**config.mk**
```make
export PLATFORM = sky130hd
export DESIGN_NAME = serial_subtractor
export DESIGN_NICKNAME = d
export VERILOG_FILES = /design/src/rtl/serial_arith_pkg.sv /design/src/rtl/full_subtractor_1_bit.sv /design/src/rtl/serial_subtractor.sv
export SDC_FILE = /design/constraint.sdc
export NUM_CORES = 1
export LEC_CHECK = 0
export BUFFER_PORTS_ARGS = -buffer_cell sky130_fd_sc_hd__buf_2
export CORE_UTILIZATION = 24
export CTS_CLUSTER_DIAMETER = 50
export DETAILED_ROUTE_END_ITERATION = 12
export PLACE_DENSITY = 0.4
export SYNTH_ARGS = -nofsm -noshare
export SYNTH_HDL_FRONTEND = slang
export SYNTH_SLANG_ARGS = --single-unit
```
**constraint.sdc**
```tcl
create_clock -name CLK -period 1.5 [get_ports CLK]
set_input_delay 0.3 -clock CLK [delete_from_list [all_inputs] [get_ports CLK]]
set_output_delay 0.3 -clock CLK [all_outputs]
set_load 0.005 [all_outputs]
```
**src/rtl/serial_arith_pkg.sv**
```systemverilog
// Shared definitions for the bit-serial arithmetic blocks: the controller
// state encoding and a helper that sizes the bit counter for a given width.
package serial_arith_pkg;

   typedef enum logic [1:0] {
      IDLE   = 2'd0,
      SHIFT  = 2'd1,
      FINISH = 2'd2
   } state_t;

   // Bits needed to count 0..width-1; never less than one bit.
   function automatic int cnt_width(input int width);
      return (width > 1) ? $clog2(width) : 1;
   endfunction

endpackage

```
**src/rtl/full_subtractor_1_bit.sv**
```systemverilog
// One-bit full subtractor: D = A - B - BIN, BOUT is the borrow out.
// Purely combinational; the serial subtractor reuses one instance per bit.
module full_subtractor_1_bit (
   input  logic A,
   input  logic B,
   input  logic BIN,
   output logic D,
   output logic BOUT
);

   // Difference bit and borrow out of a single bit position.
   always_comb begin
      D    = A ^ B ^ BIN;
      BOUT = (~A & B) | (~(A ^ B) & BIN);
   end

endmodule

```
**src/rtl/serial_subtractor.sv**
```systemverilog
// Bit-serial unsigned subtractor DIFF = A - B (mod 2^WIDTH), LSB first, one
// bit per clock through a single full-subtractor cell and a registered borrow.
// START/BUSY/DONE handshake; DIFF/BOUT hold until the next completion.
// Optional build macro SERIAL_SUB_OVF_EN adds the OVF output (signed
// two's-complement overflow of A - B), using sign bits captured at START.
module serial_subtractor
   import serial_arith_pkg::*;
#(
   parameter int WIDTH = 4
) (
   input  logic             CLK,
   input  logic             RST_N,
   input  logic             START,
   input  logic [WIDTH-1:0] A,
   input  logic [WIDTH-1:0] B,
   output logic             BUSY,
   output logic             DONE,
   output logic [WIDTH-1:0] DIFF,
   output logic             BOUT
`ifdef SERIAL_SUB_OVF_EN
   ,
   output logic             OVF
`endif
);

   localparam int CNT_W = cnt_width(WIDTH);
   localparam logic [CNT_W-1:0] LAST_CNT = CNT_W'(WIDTH - 1);

   state_t           r_state;
   state_t           w_next;
   logic [WIDTH-1:0] r_a_sh;
   logic [WIDTH-1:0] r_b_sh;
   logic [WIDTH-1:0] r_d_sh;
   logic             r_br;
   logic [CNT_W-1:0] r_cnt;
   logic             w_d;
   logic             w_br_next;
   logic             w_accept;
   logic             w_last;
`ifdef SERIAL_SUB_OVF_EN
   logic             r_a_msb;
   logic             r_b_msb;
`endif

   full_subtractor_1_bit u_fs (
      .A    (r_a_sh[0]),
      .B    (r_b_sh[0]),
      .BIN  (r_br),
      .D    (w_d),
      .BOUT (w_br_next)
   );

   // START only counts while idle; the last shift is the one at cnt == WIDTH-1.
   assign w_accept = (r_state == IDLE) && START;
   assign w_last   = (r_state == SHIFT) && (r_cnt == LAST_CNT);

   // State register.
   always_ff @(posedge CLK or negedge RST_N) begin
      if (!RST_N) r_state <= IDLE;
      else        r_state <= w_next;
   end

   // Next-state logic; FINISH always returns to IDLE so START there is ignored.
   always_comb begin
      w_next = r_state;
      unique case (r_state)
         IDLE:    if (START) w_next = SHIFT;
         SHIFT:   if (r_cnt == LAST_CNT) w_next = FINISH;
         FINISH:  w_next = IDLE;
         default: w_next = IDLE;
      endcase
   end

   // Operand capture on accepted START, then one bit per clock while shifting.
   always_ff @(posedge CLK or negedge RST_N) begin
      if (!RST_N) begin
         r_a_sh  <= '0;
         r_b_sh  <= '0;
         r_d_sh  <= '0;
         r_br    <= 1'b0;
         r_cnt   <= '0;
`ifdef SERIAL_SUB_OVF_EN
         r_a_msb <= 1'b0;
         r_b_msb <= 1'b0;
`endif
      end else if (w_accept) begin
         r_a_sh  <= A;
         r_b_sh  <= B;
         r_d_sh  <= '0;
         r_br    <= 1'b0;
         r_cnt   <= '0;
`ifdef SERIAL_SUB_OVF_EN
         r_a_msb <= A[WIDTH-1];
         r_b_msb <= B[WIDTH-1];
`endif
      end else if (r_state == SHIFT) begin
         r_a_sh <= r_a_sh >> 1;
         r_b_sh <= r_b_sh >> 1;
         r_d_sh <= {w_d, r_d_sh[WIDTH-1:1]};
         r_br   <= w_br_next;
         r_cnt  <= r_cnt + CNT_W'(1);
      end
   end

   // Registered handshake and result; DIFF/BOUT only move on the final shift.
   always_ff @(posedge CLK or negedge RST_N) begin
      if (!RST_N) begin
         BUSY <= 1'b0;
         DONE <= 1'b0;
         DIFF <= '0;
         BOUT <= 1'b0;
`ifdef SERIAL_SUB_OVF_EN
         OVF  <= 1'b0;
`endif
      end else begin
         BUSY <= (w_next == SHIFT);
         DONE <= (w_next == FINISH);
         if (w_last) begin
            DIFF <= {w_d, r_d_sh[WIDTH-1:1]};
            BOUT <= w_br_next;
`ifdef SERIAL_SUB_OVF_EN
            // Signed overflow: operand signs differ and result sign differs from A.
            OVF  <= (r_a_msb != r_b_msb) && (w_d != r_a_msb);
`endif
         end
      end
   end

endmodule

```
After elaboration in Yosys (flattened, before gate mapping). Cells that the tools add are included.

$add $sub $neg: 1. $mul: 0. Div/mod/pow operators: 0. Magnitude comparators: 0. Equal/unequal tests: 4. Shifts and indexed selects: 0. Muxes and demuxes: 13. Bitwise gates (word level): 7. Reduce and logical (&&, ||, !) cells: 4.

Operators by type and width (count): $mux W4 (6); $mux W2 (4); $eq A2 B1 Y1 const B (2); $eq A2 B2 Y1 const B (2); $pmux W2 S2 (1); $add A2 B1 Y2 const B (1); $and A1 B1 Y1 (2); $logic_and A1 B1 Y1 (2); $logic_not A2 Y1 (1); $mux W1 (2); $not A1 Y1 (2); $reduce_bool A2 Y1 (1); $xor A1 B1 Y1 (2); $or A1 B1 Y1 (1).

Register bits: 24. Latch bits: 0. Bits in writable memories: 0. Bits in read-only memories: 0. Output and inout port bits: 7. Memories kept: 0.

Depth between registers and ports, before layout.
Depth in word-level cells: 6. Depth in mapped cells: 4. Mapped depth without buffers: 4.

Cells and area by module. A second synthesis with hierarchy kept.

Cell total of the unflattened synthesis: 82. Area total of the unflattened synthesis: 998.5 sq um.

Modules (own cells, without submodules): serial_subtractor (instances 1, cells an instance 78, area an instance 967.2 sq um); full_subtractor_1_bit (instances 1, cells an instance 4, area an instance 31.3 sq um).

Worst setup path after synthesis. OpenSTA, ideal clock, no wires.

Kind: register to register. From: register r_a_sh[0]. To: register DIFF[3]. Library setup time: 125 ps. Arrival time: 1116 ps. Required time: 1375 ps. Path slack: 259 ps. Cell stages (with the launch flop): 3. Buffers on the path: 0. Period minus slack after synthesis: 1241 ps. Cell sequence: dfrtp_1 -> fa_1 -> mux2_4.

Word-level cells in the longest chain between the ends: 2.

Ends and longest elaborated chain: from (decl) (line serial_subtractor.sv:31) `logic [WIDTH-1:0] r_a_sh;`; from (signal assigned) (line serial_subtractor.sv:97) `r_a_sh <= r_a_sh >> 1;`; $xor A1 B1 Y1 (2 in a row) (line full_subtractor_1_bit.sv:13) `D = A ^ B ^ BIN;`; via u_fs.D (line full_subtractor_1_bit.sv:7) `output logic D,`; to (signal assigned) (line serial_subtractor.sv:119) `DIFF <= {w_d, r_d_sh[WIDTH-1:1]};`; to (decl) (line serial_subtractor.sv:18) `output logic [WIDTH-1:0] DIFF,`.

The timed path passes the listed nets, and every way through them passes these cells. A chain may end at the register's enable or synchronous reset.

Worst setup path in the final report. Same ends and word-level chain as after synthesis.

==> results by group <==
Outcome
  • Outcome: completed

Global routing
  • Antenna violations before repair: 0
  • Maximum number of pins on one net before global-route repair: 24
  • Global-route wire length before repair: ~3400 um
  • Total gr overflow: 0
  • Overall global routing resource usage: 0.104
  • Vias in the first global route: 716

Power
  • Peak ir drop on the vdd network: roughly 0.00054 V
  • Static leakage power: slightly below 0.6 nW
  • Total power density per cell area: 2080 mW/mm^2

Logic synthesis
  • Number of synthesized register bits: 23
  • Total number of yosys warnings: 0
  • Library cell occupying the most area in the post-synthesis netlist: dfrtp_1
  • Yosys top cell area share: 0.567
  • Synth area leaders: dfrtp_1 57%, mux2_4 5.9%, a22o_1 3.5%
  • Library cells used by synthesis: 22
  • Synthesized Nets: 95
  • Share of the yosys chip area belonging to registers: 0.567
  • Synthesized area: slightly above 0.001 mm^2
  • Avg Inst Size Synth: approximately 12 um^2
  • Count of mapped cells out of synthesis: between 80 and 90

STA
  • Pin slew with the least headroom to its limit: 0.513 ns
  • Worst relative slew slack: 0.658
  • Max Clock Freq: slightly below 800 MHz
  • Hold Fails Final Rpt: 0
  • Max Transition Viols Final: 0
  • Period minus WS final: 1.29 ns
  • Clock tree skew after final layout: 0.00162 ns
  • Final critical-path share of the clock period: 0.860
  • Setup repair after global routing missed its margin: no
  • Total Neg Setup Slack: 0 ns
  • Setup violations, final: 0

Die
  • Width of the die: approximately 67 um
  • Die footprint: approximately 0.0045 mm^2
  • Site Rows: 23
  • Vertical die dimension: approximately 67 um
  • Total core area: between 0.004 and 0.005 mm^2
  • Initial core utilization: 0.252
  • I/O pin cnt: 18

Clock tree
  • H-tree lvl count: 1
  • Post-cts sizing count: 0
  • Cell at the root of the clock tree: clkbuf_8
  • Clock tree from TritonCTS: built
  • Clock Path Buffers: 2
  • Number of clock sinks seen by CTS: 23
  • Clock buffers created by TritonCTS: 3
  • Number of buffers inserted to repair setup after CTS: 0
  • Clk Latency, worst-skew pair: 0.26 ns
  • Clock transition at the registers of the reported paths: 0.08 ns
  • Total of hold buffers inserted after clock tree synthesis: 0

Placed design
  • Area after detailed placement: 0.00115 mm^2
  • Final Wtd Congestion: 0.764
  • HPWL after detailed placement: ~1400 um
  • Number of input and output port buffers inserted: 17
  • Cell count after placement: roughly 150

Finish
  • Number of filler instances in the final layout: roughly 440
  • Layout-stage area growth over the synthesis result: 18.2%
  • End-of-flow core utilization: 0.298
  • Inserted Diodes: 0
  • Register Area: roughly 580 um^2
  • Most common cell after layout, fill and taps aside: dfrtp_1
  • Footprint of the multi-input gates: 387 um^2
  • Fraction of layout cells with a size suffix above 1: 0.301
  • Final design area excluding fillers: between 0.001 and 0.0015 mm^2
  • Finished Layout Cells: 153
  • Layout net count: about 120
  • Commonest cells after routing, fill and taps aside: 23 x dfrtp_1, 17 x buf_2, 9 x nor2_1

Worst setup path
  • Arrival time worst endpoint: around 1.4 ns
  • Worst endpoint required time: between 1.5 and 2 ns
  • Launching element type of the critical path: flip-flop
  • Type of the worst setup path: flip-flop to flip-flop
  • Critical path peak fanout: 3
  • Critical path capture point type: flip-flop

Routing
  • Drt via density: between 4 and 5
  • DRC violations left: 0
  • Number of routed nets with antenna violations: 0
  • Violation count after the first detailed-routing iteration: 17
  • Total wire length after detailed routing: between 1500 and 2000 um
  • Mean routed wirelength per cell: roughly 13 um
  • Via count: 660
  • Detailed-routing iteration count for the pre-antenna-repair pass: 4

Min path
  • Type of the tightest min-delay check: input pin to asynchronous set/reset pin

Flow run
  • Count of maximum capacitance violations: 0
per-layer routing:
| metal | GRT usage | vias to the layer above | wire length, um |
|---|---|---|---|
| li1 | - | 332 | - |
| met1 | 0.139 | 320 | 999 |
| met2 | 0.158 | 6 | 931 |
| met3 | 0.0205 | 2 | 43 |
| met4 | 0.0479 | 0 | 19 |
| met5 | 0 | - | 0 |
Yosys cell counts, drive strengths merged:
cell and number:
dfrtp 23, nand2 4, o21ai 6, o22ai 5
and2b 1, mux2i 1, buf 3, or2 1
o221a 2, fa 1, nor2b 1, nand2b 2
nand3b 3, a22o 4, o21bai 1, inv 6
o32ai 4, ha 1, mux2 4, nor2 9
power breakdown:
group | internal, mW | switching, mW
Sequential | 0.898 | 0.199
Combinational | 0.550 | 0.474
Clock | 0.189 | 0.185
Total | 1.64 | 0.858
state kept, by name (all words and copies together), names as in the netlist:
signal   flops
DIFF         4
r_a_sh       4
r_b_sh       4
r_d_sh       3
r_cnt        2
r_state      2
BOUT         1
BUSY         1
DONE         1
r_br         1
cells by family after synthesis:
group	after synthesis	synth area share
flip-flops	23	0.567
multiplexers	5	0.0691
adder cells (fa/ha/maj)	2	0.0321
AND/OR/NAND/NOR	21	0.117
buffers and inverters	9	0.0518
AO/OA/AOI/OAI	22	0.163
worst paths after layout:
path	start	end	slack (ns)	cells after the start
setup / recovery	r_a_sh[0]$_DFFE_PN0P_	DIFF[3]$_DFFE_PN0P_	0.21	2
hold / removal	RST_N	DIFF[0]$_DFFE_PN0P_	0.006	1
setup reg to reg	r_a_sh[0]$_DFFE_PN0P_	DIFF[3]$_DFFE_PN0P_	0.21	2
hold reg to reg	BOUT$_DFFE_PN0P_	BOUT$_DFFE_PN0P_	0.48	2
max in group asynchronous	RST_N	r_br$_DFFE_PN0P_	1.15	1
min in group CLK	A[3]	r_a_sh[3]$_DFFE_PN0P_	0.28	3
worst max-delay path, cell delays in order, from the launching register on:
cell     delay [ns]
dfrtp_1        0.41
fa_1           0.49
mux2_4         0.28
stage by stage:
| stage | setup WS [ns] | power [mW] | hold WS, ns |
|---|---|---|---|
| 4_1_cts | 0.201 | 2.54 | 0.0193 |
| 3_5_place_dp | 0.211 | 2.14 | 0.305 |
| 6_report | 0.209 | 2.50 | 0.00617 |
| 5_1_grt | 0.143 | 2.71 | 0.0473 |
| 2_1_floorplan | 0.259 | 1.86 | 0.00441 |
| 3_3_place_gp | 0.224 | 2.13 | 0.314 |
layout make-up:
cell class                      instances  share of cell area
Clock buffer                            4              0.0375
Inverter                                6              0.0188
Multi-Input combinational cell         50               0.322
Sequential cell                        23               0.480
Tap cell                               50              0.0521
Timing Repair Buffer                   20              0.0897
Note: power is estimated with default switching activity, not from simulation.
